### config.mk
export PLATFORM = sky130hd
export DESIGN_NAME = pipe_stage_hs
export DESIGN_NICKNAME = d
export VERILOG_FILES = /design/src/rtl/pipe_stage_hs_pkg.sv /design/src/rtl/pipe_slot.sv /design/src/rtl/pipe_stage_hs.sv
export SDC_FILE = /design/constraint.sdc
export NUM_CORES = 1
export LEC_CHECK = 0
export CAP_MARGIN = 10
export CORE_MARGIN = 2
export CORE_UTILIZATION = 60
export CTS_CLUSTER_SIZE = 24
export DETAILED_ROUTE_END_ITERATION = 8
export DONT_BUFFER_PORTS = 1
export GPL_TIMING_DRIVEN = 0
export PLACE_DENSITY = 0.76
export SETUP_SLACK_MARGIN = 0.05
export SLEW_MARGIN = 20
export SYNTH_ARGS = -nofsm -noshare
export SYNTH_HDL_FRONTEND = slang
export SYNTH_SLANG_ARGS = --single-unit
export TNS_END_PERCENT = 50
### constraint.sdc
create_clock -name clk -period 1.15 [get_ports clk]
set_input_delay 0.2875 -clock clk [delete_from_list [all_inputs] [get_ports clk]]
set_output_delay 0.2875 -clock clk [all_outputs]
set_load 0.005 [all_outputs]
### src/rtl/pipe_stage_hs_pkg.sv
// rtl/pipe_stage_hs_pkg.sv - shared constants, payload layout and skid FSM states
package pipe_stage_hs_pkg;

  localparam logic [31:0] INST_NOP = 32'h00000013;

  localparam int INST_W = 32;
  localparam int ADDR_W = 32;
  localparam int RD_W   = 5;

  // ID/EX payload packing, LSB first: offset_addr .. inst
  localparam int OFFSET_ADDR_LSB = 0;
  localparam int BASE_ADDR_LSB   = OFFSET_ADDR_LSB + ADDR_W;
  localparam int REG_WEN_LSB     = BASE_ADDR_LSB + ADDR_W;
  localparam int RD_ADDR_LSB     = REG_WEN_LSB + 1;
  localparam int OP2_LSB         = RD_ADDR_LSB + RD_W;
  localparam int OP1_LSB         = OP2_LSB + ADDR_W;
  localparam int INST_ADDR_LSB   = OP1_LSB + ADDR_W;
  localparam int INST_LSB        = INST_ADDR_LSB + ADDR_W;
  localparam int ID_EX_DW        = INST_LSB + INST_W;

  localparam int SKID_OFF = 0;
  localparam int SKID_ON  = 1;

  typedef enum logic [1:0] {
    ST_EMPTY = 2'd0,
    ST_ONE   = 2'd1,
    ST_TWO   = 2'd2
  } skid_state_e;

endpackage

### src/rtl/pipe_slot.sv
// rtl/pipe_slot.sv - one payload register with load enable and clear-to-NOP
module pipe_slot #(
  parameter int          DW      = 32,
  parameter logic [DW-1:0] NOP_VAL = {DW{1'b0}}
) (
  input  logic          clk,
  input  logic          clr,
  input  logic          load,
  input  logic [DW-1:0] d,
  output logic [DW-1:0] q
);

  // Clear wins so reset/flush always leave the bubble value behind.
  always_ff @(posedge clk) begin
    if (clr) begin
      q <= NOP_VAL;
    end else if (load) begin
      q <= d;
    end
  end

endmodule

### src/rtl/pipe_stage_hs.sv
// rtl/pipe_stage_hs.sv - valid/ready pipeline stage with flush, bubbles and optional skid slot
module pipe_stage_hs
  import pipe_stage_hs_pkg::*;
#(
  parameter int            DW      = 32,
  parameter logic [DW-1:0] NOP_VAL = {DW{1'b0}},
  parameter int            SKID    = SKID_OFF
) (
  input  logic          clk,
  input  logic          rst,
  input  logic          flush_i,
  input  logic          in_valid_i,
  output logic          in_ready_o,
  input  logic [DW-1:0] in_data_i,
  output logic          out_valid_o,
  input  logic          out_ready_i,
  output logic [DW-1:0] out_data_o,
  output logic [1:0]    count_o
);

  logic          accept;
  logic          consume;
  logic          main_clr;
  logic          main_load;
  logic [DW-1:0] main_d;

  assign accept  = in_valid_i & in_ready_o;
  assign consume = out_valid_o & out_ready_i;

  pipe_slot #(.DW(DW), .NOP_VAL(NOP_VAL)) u_main (
    .clk  (clk),
    .clr  (main_clr),
    .load (main_load),
    .d    (main_d),
    .q    (out_data_o)
  );

  generate
    if (SKID == SKID_OFF) begin : g_single
      logic valid_q;

      always_ff @(posedge clk) begin
        if (rst || flush_i) begin
          valid_q <= 1'b0;
        end else if (accept) begin
          valid_q <= 1'b1;
        end else if (consume) begin
          valid_q <= 1'b0;
        end
      end

      assign in_ready_o  = ~rst & (~valid_q | out_ready_i);
      assign out_valid_o = valid_q;
      assign count_o     = {1'b0, valid_q};
      assign main_clr    = rst | flush_i | (consume & ~accept);
      assign main_load   = accept;
      assign main_d      = in_data_i;
    end else begin : g_skid
      skid_state_e   state_q;
      skid_state_e   state_d;
      logic          ready_q;
      logic          skid_clr;
      logic          skid_load;
      logic [DW-1:0] skid_q;

      pipe_slot #(.DW(DW), .NOP_VAL(NOP_VAL)) u_skid (
        .clk  (clk),
        .clr  (skid_clr),
        .load (skid_load),
        .d    (in_data_i),
        .q    (skid_q)
      );

      // ready_q tracks the next state so in_ready_o never sees out_ready_i.
      always_ff @(posedge clk) begin
        if (rst) begin
          state_q <= ST_EMPTY;
          ready_q <= 1'b1;
        end else begin
          state_q <= state_d;
          ready_q <= (state_d != ST_TWO);
        end
      end

      always_comb begin
        state_d = state_q;
        if (flush_i) begin
          state_d = ST_EMPTY;
        end else begin
          case (state_q)
            ST_EMPTY: if (accept) state_d = ST_ONE;
            ST_ONE: begin
              if (accept && !consume) state_d = ST_TWO;
              else if (!accept && consume) state_d = ST_EMPTY;
            end
            ST_TWO:   if (consume) state_d = ST_ONE;
            default:  state_d = ST_EMPTY;
          endcase
        end
      end

      always_comb begin
        main_clr  = rst | flush_i;
        main_load = 1'b0;
        main_d    = in_data_i;
        skid_clr  = rst | flush_i;
        skid_load = 1'b0;
        case (state_q)
          ST_EMPTY: main_load = accept;
          ST_ONE: begin
            if (consume && !accept) main_clr = 1'b1;
            else if (consume && accept) main_load = 1'b1;
            else if (accept) skid_load = 1'b1;
          end
          ST_TWO: begin
            if (consume) begin
              main_load = 1'b1;
              main_d    = skid_q;
              skid_clr  = 1'b1;
            end
          end
          default: begin
            main_clr = 1'b1;
            skid_clr = 1'b1;
          end
        endcase
      end

      assign in_ready_o  = ready_q & ~rst;
      assign out_valid_o = (state_q != ST_EMPTY);
      assign count_o     = state_q;
    end
  endgenerate

endmodule

==> metrics.cfg <==
[outcome]
outcome = finished with violations
violations = negative setup slack

[logic_synthesis]
syn_inst = 157
ys_seq_elements = 33
synth-warning-count = 0
synth_nets = 194
yosysSeqAreaShare = 0.4809
syn-cell-area_um2 = 1374
avgSynthCellArea_um2 = 8.750
synth_cell_types = 19

[cells_and_area]
drive_above_1_share = 0.3771
layout.nets = 211
finalNonFillerCells = 203
final_common_cell = dfxtp_1
most-common-layout-cells = 32 x dfxtp_1, 31 x nand3_1, 26 x a21oi_1
diodes = 0
synthToLayoutAreaGrowth_pct = 30.78
nFillCells = 131
design_area_um2 = 1797

[setup_path]
cp_cell_sequence = and2b_4 -> buf_6 -> nor2_4
path_delay_family = flip-flops
worstSetupPathType = reg -> out
worstPathRequired_ns = 0.86
critPathMaxStageDelay_ns = 0.37
endpoint_kind = output port
slowest_stage = dfxtp_4
crit_buf_inv = 1
cp_max_fo = 5
arrival_ns = 1.06
cp-start-kind = flip-flop

[timing]
slew_headroom = 0.5393
finalSetupViolCount = 24
min_period_ns = 1.343
whs_ns = 0.08399
clock_skew_ns = 0.008173
period_share = 1.168
drv_slew = 0
tightest_slew_ns = 0.6910
grt_setup_unrepaired = true
setup_slack_ns = -0.1934
hold_viol = 0
clock.fmax_mhz = 744.4

[flow_run]
cap_violations = 0

[pwr]
vdd_drop_max_mv = 1.206
powerDensity_nw_per_um2 = 1305
p_leak_nw = 0.6040

[clock_network]
cts_sinks = 33
numCtsBuffers = 5
clkTransAtPathRegs_ns = 0.10
cts_tree = done
cts_buffer_depth = 2
cts_root_buf = clkbuf_4
worstSkewPairLatency_ns = 0.33
h-tree-depth = 2

[global_route]
grt_pass1_vias = 1206
antenna_found_initial = 0
grt_first_pass_wirelength_mm = 5.085
grtUsageTotal = 0.2607
grt_max_degree = 11
grt_overflow = 0

[placed_design]
placed_cell_area_um2 = 1410
dp_hpwl_mm = 2.279
port_buffers = 0
place_congestion = 0.6977
pre_cts_slack_ns = -0.1190
dp_cells = 185

[route]
antenna_left = 0
drt_pre_antenna_iters = 4
drtIter0Drc = 23
viasPerCell = 6.074
drc_errors = 0
vias = 1233
post_drt_wl_per_cell_um = 17.49
wirelength_mm = 3.551

[die]
start_util = 0.6271
fp.dieH_um = 51.85
die_x_um = 51.85
ios = 73
core-area_um2 = 2191
floorplan.rows = 17
die_area_um2 = 2688

[hold_path]
hold_path_class = in -> reg

## synth_stat cells
library cell	instances	share of area
dfxtp_1	33	0.48
a21oi_1	32	0.12
nand3_1	32	0.12
o21ai_0	29	0.11
clkbuf_8	6	0.060
buf_4	4	0.022
clkbuf_1	4	0.011
buf_6	3	0.025
o21ai_1	3	0.011
clkbuf_2	2	0.0073
a211oi_1	1	0.0055
a311o_2	1	0.0082
and2b_4	1	0.0073
conb_1	1	0.0027
inv_1	1	0.0027
nand2b_1	1	0.0046
nor2_1	1	0.0027
nor2b_1	1	0.0046
or2b_2	1	0.0064
## path summary, 6_finish.rpt
| path | cells after the start | slack (ns) | end | from |
|---|---|---|---|---|
| worst max register to register | 6 | -0.11 | u_main.q[14] | out_valid_o |
| worst min register to register | 2 | 0.48 | u_main.q[23] | u_main.q[23] |
| worst max-delay path | 3 | -0.19 | in_ready_o | out_valid_o |
| worst min-delay path | 2 | 0.08 | u_main.q[3] | in_data_i[3] |
## sequential cells by signal, summed over array words and instances, names as in the netlist
| register | count |
|---|---|
| u_main.q | 32 |
| out_valid_o | 1 |
## final cells by class
type                            count  area [um2]  share of cell area
Clock buffer                        7       55.05             0.03064
Timing Repair Buffer               10       135.1             0.07521
Inverter                            1       3.754            0.002089
Multi-Input combinational cell    104       675.6              0.3760
Tap cell                           28       35.03             0.01950
Clock inverter                      1       30.03             0.01671
Sequential cell                    33       664.4              0.3698
Buffer                             19       197.7              0.1100
## worst register-to-register path: stages (launching register included)
cell and delay, ns:
dfxtp_4 0.37, and2b_4 0.17, buf_6 0.12, buf_4 0.14
clkbuf_16 0.15, o21ai_1 0.13, a21oi_1 0.08
## timing repair
action	in CTS	in global routing
cloned	2	2
pin swaps	7	5
setup buffers	2	2
gates resized for setup	47	27
endpoints found under the setup margin	33	34
hold buffers	0	2
endpoints found under the hold margin	0	1
## through the flow
step | utilization | total power (W) | setup TNS, ns
2_1_floorplan | - | 0.001349 | 0
3_3_place_gp | 0.6436 | 0.001378 | -0.9366
3_5_place_dp | 0.6436 | 0.001386 | -1.585
4_1_cts | 0.7339 | 0.002299 | -0.3281
5_1_grt | 0.8201 | 0.002435 | -2.218
6_report | 0.8201 | 0.002345 | -1.100
## kinds of logic after synthesis
kind of cell           after synthesis  synth area share
AO/OA/AOI/OAI                       66            0.2468
other                                1          0.002730
AND/OR/NAND/NOR                     37            0.1421
flip-flops                          33            0.4809
buffers and inverters               20            0.1275
## metal layers
layer,wire length (um),share of wire,vias to the layer above,track usage
met3,324,0.091,8,0.09770
met5,0,0,-,0
li1,-,-,591,-
met1,1372,0.39,568,0.2784
met4,63,0.018,0,0.1491
met2,1790,0.50,66,0.4367
## power by group
part           switching (W)  total (W)  internal [W]
clock network       0.000385   0.000904      0.000519
registers          0.0000231    0.00119       0.00117
logic               0.000135   0.000251      0.000116
Note: power is estimated with default switching activity, not from simulation.
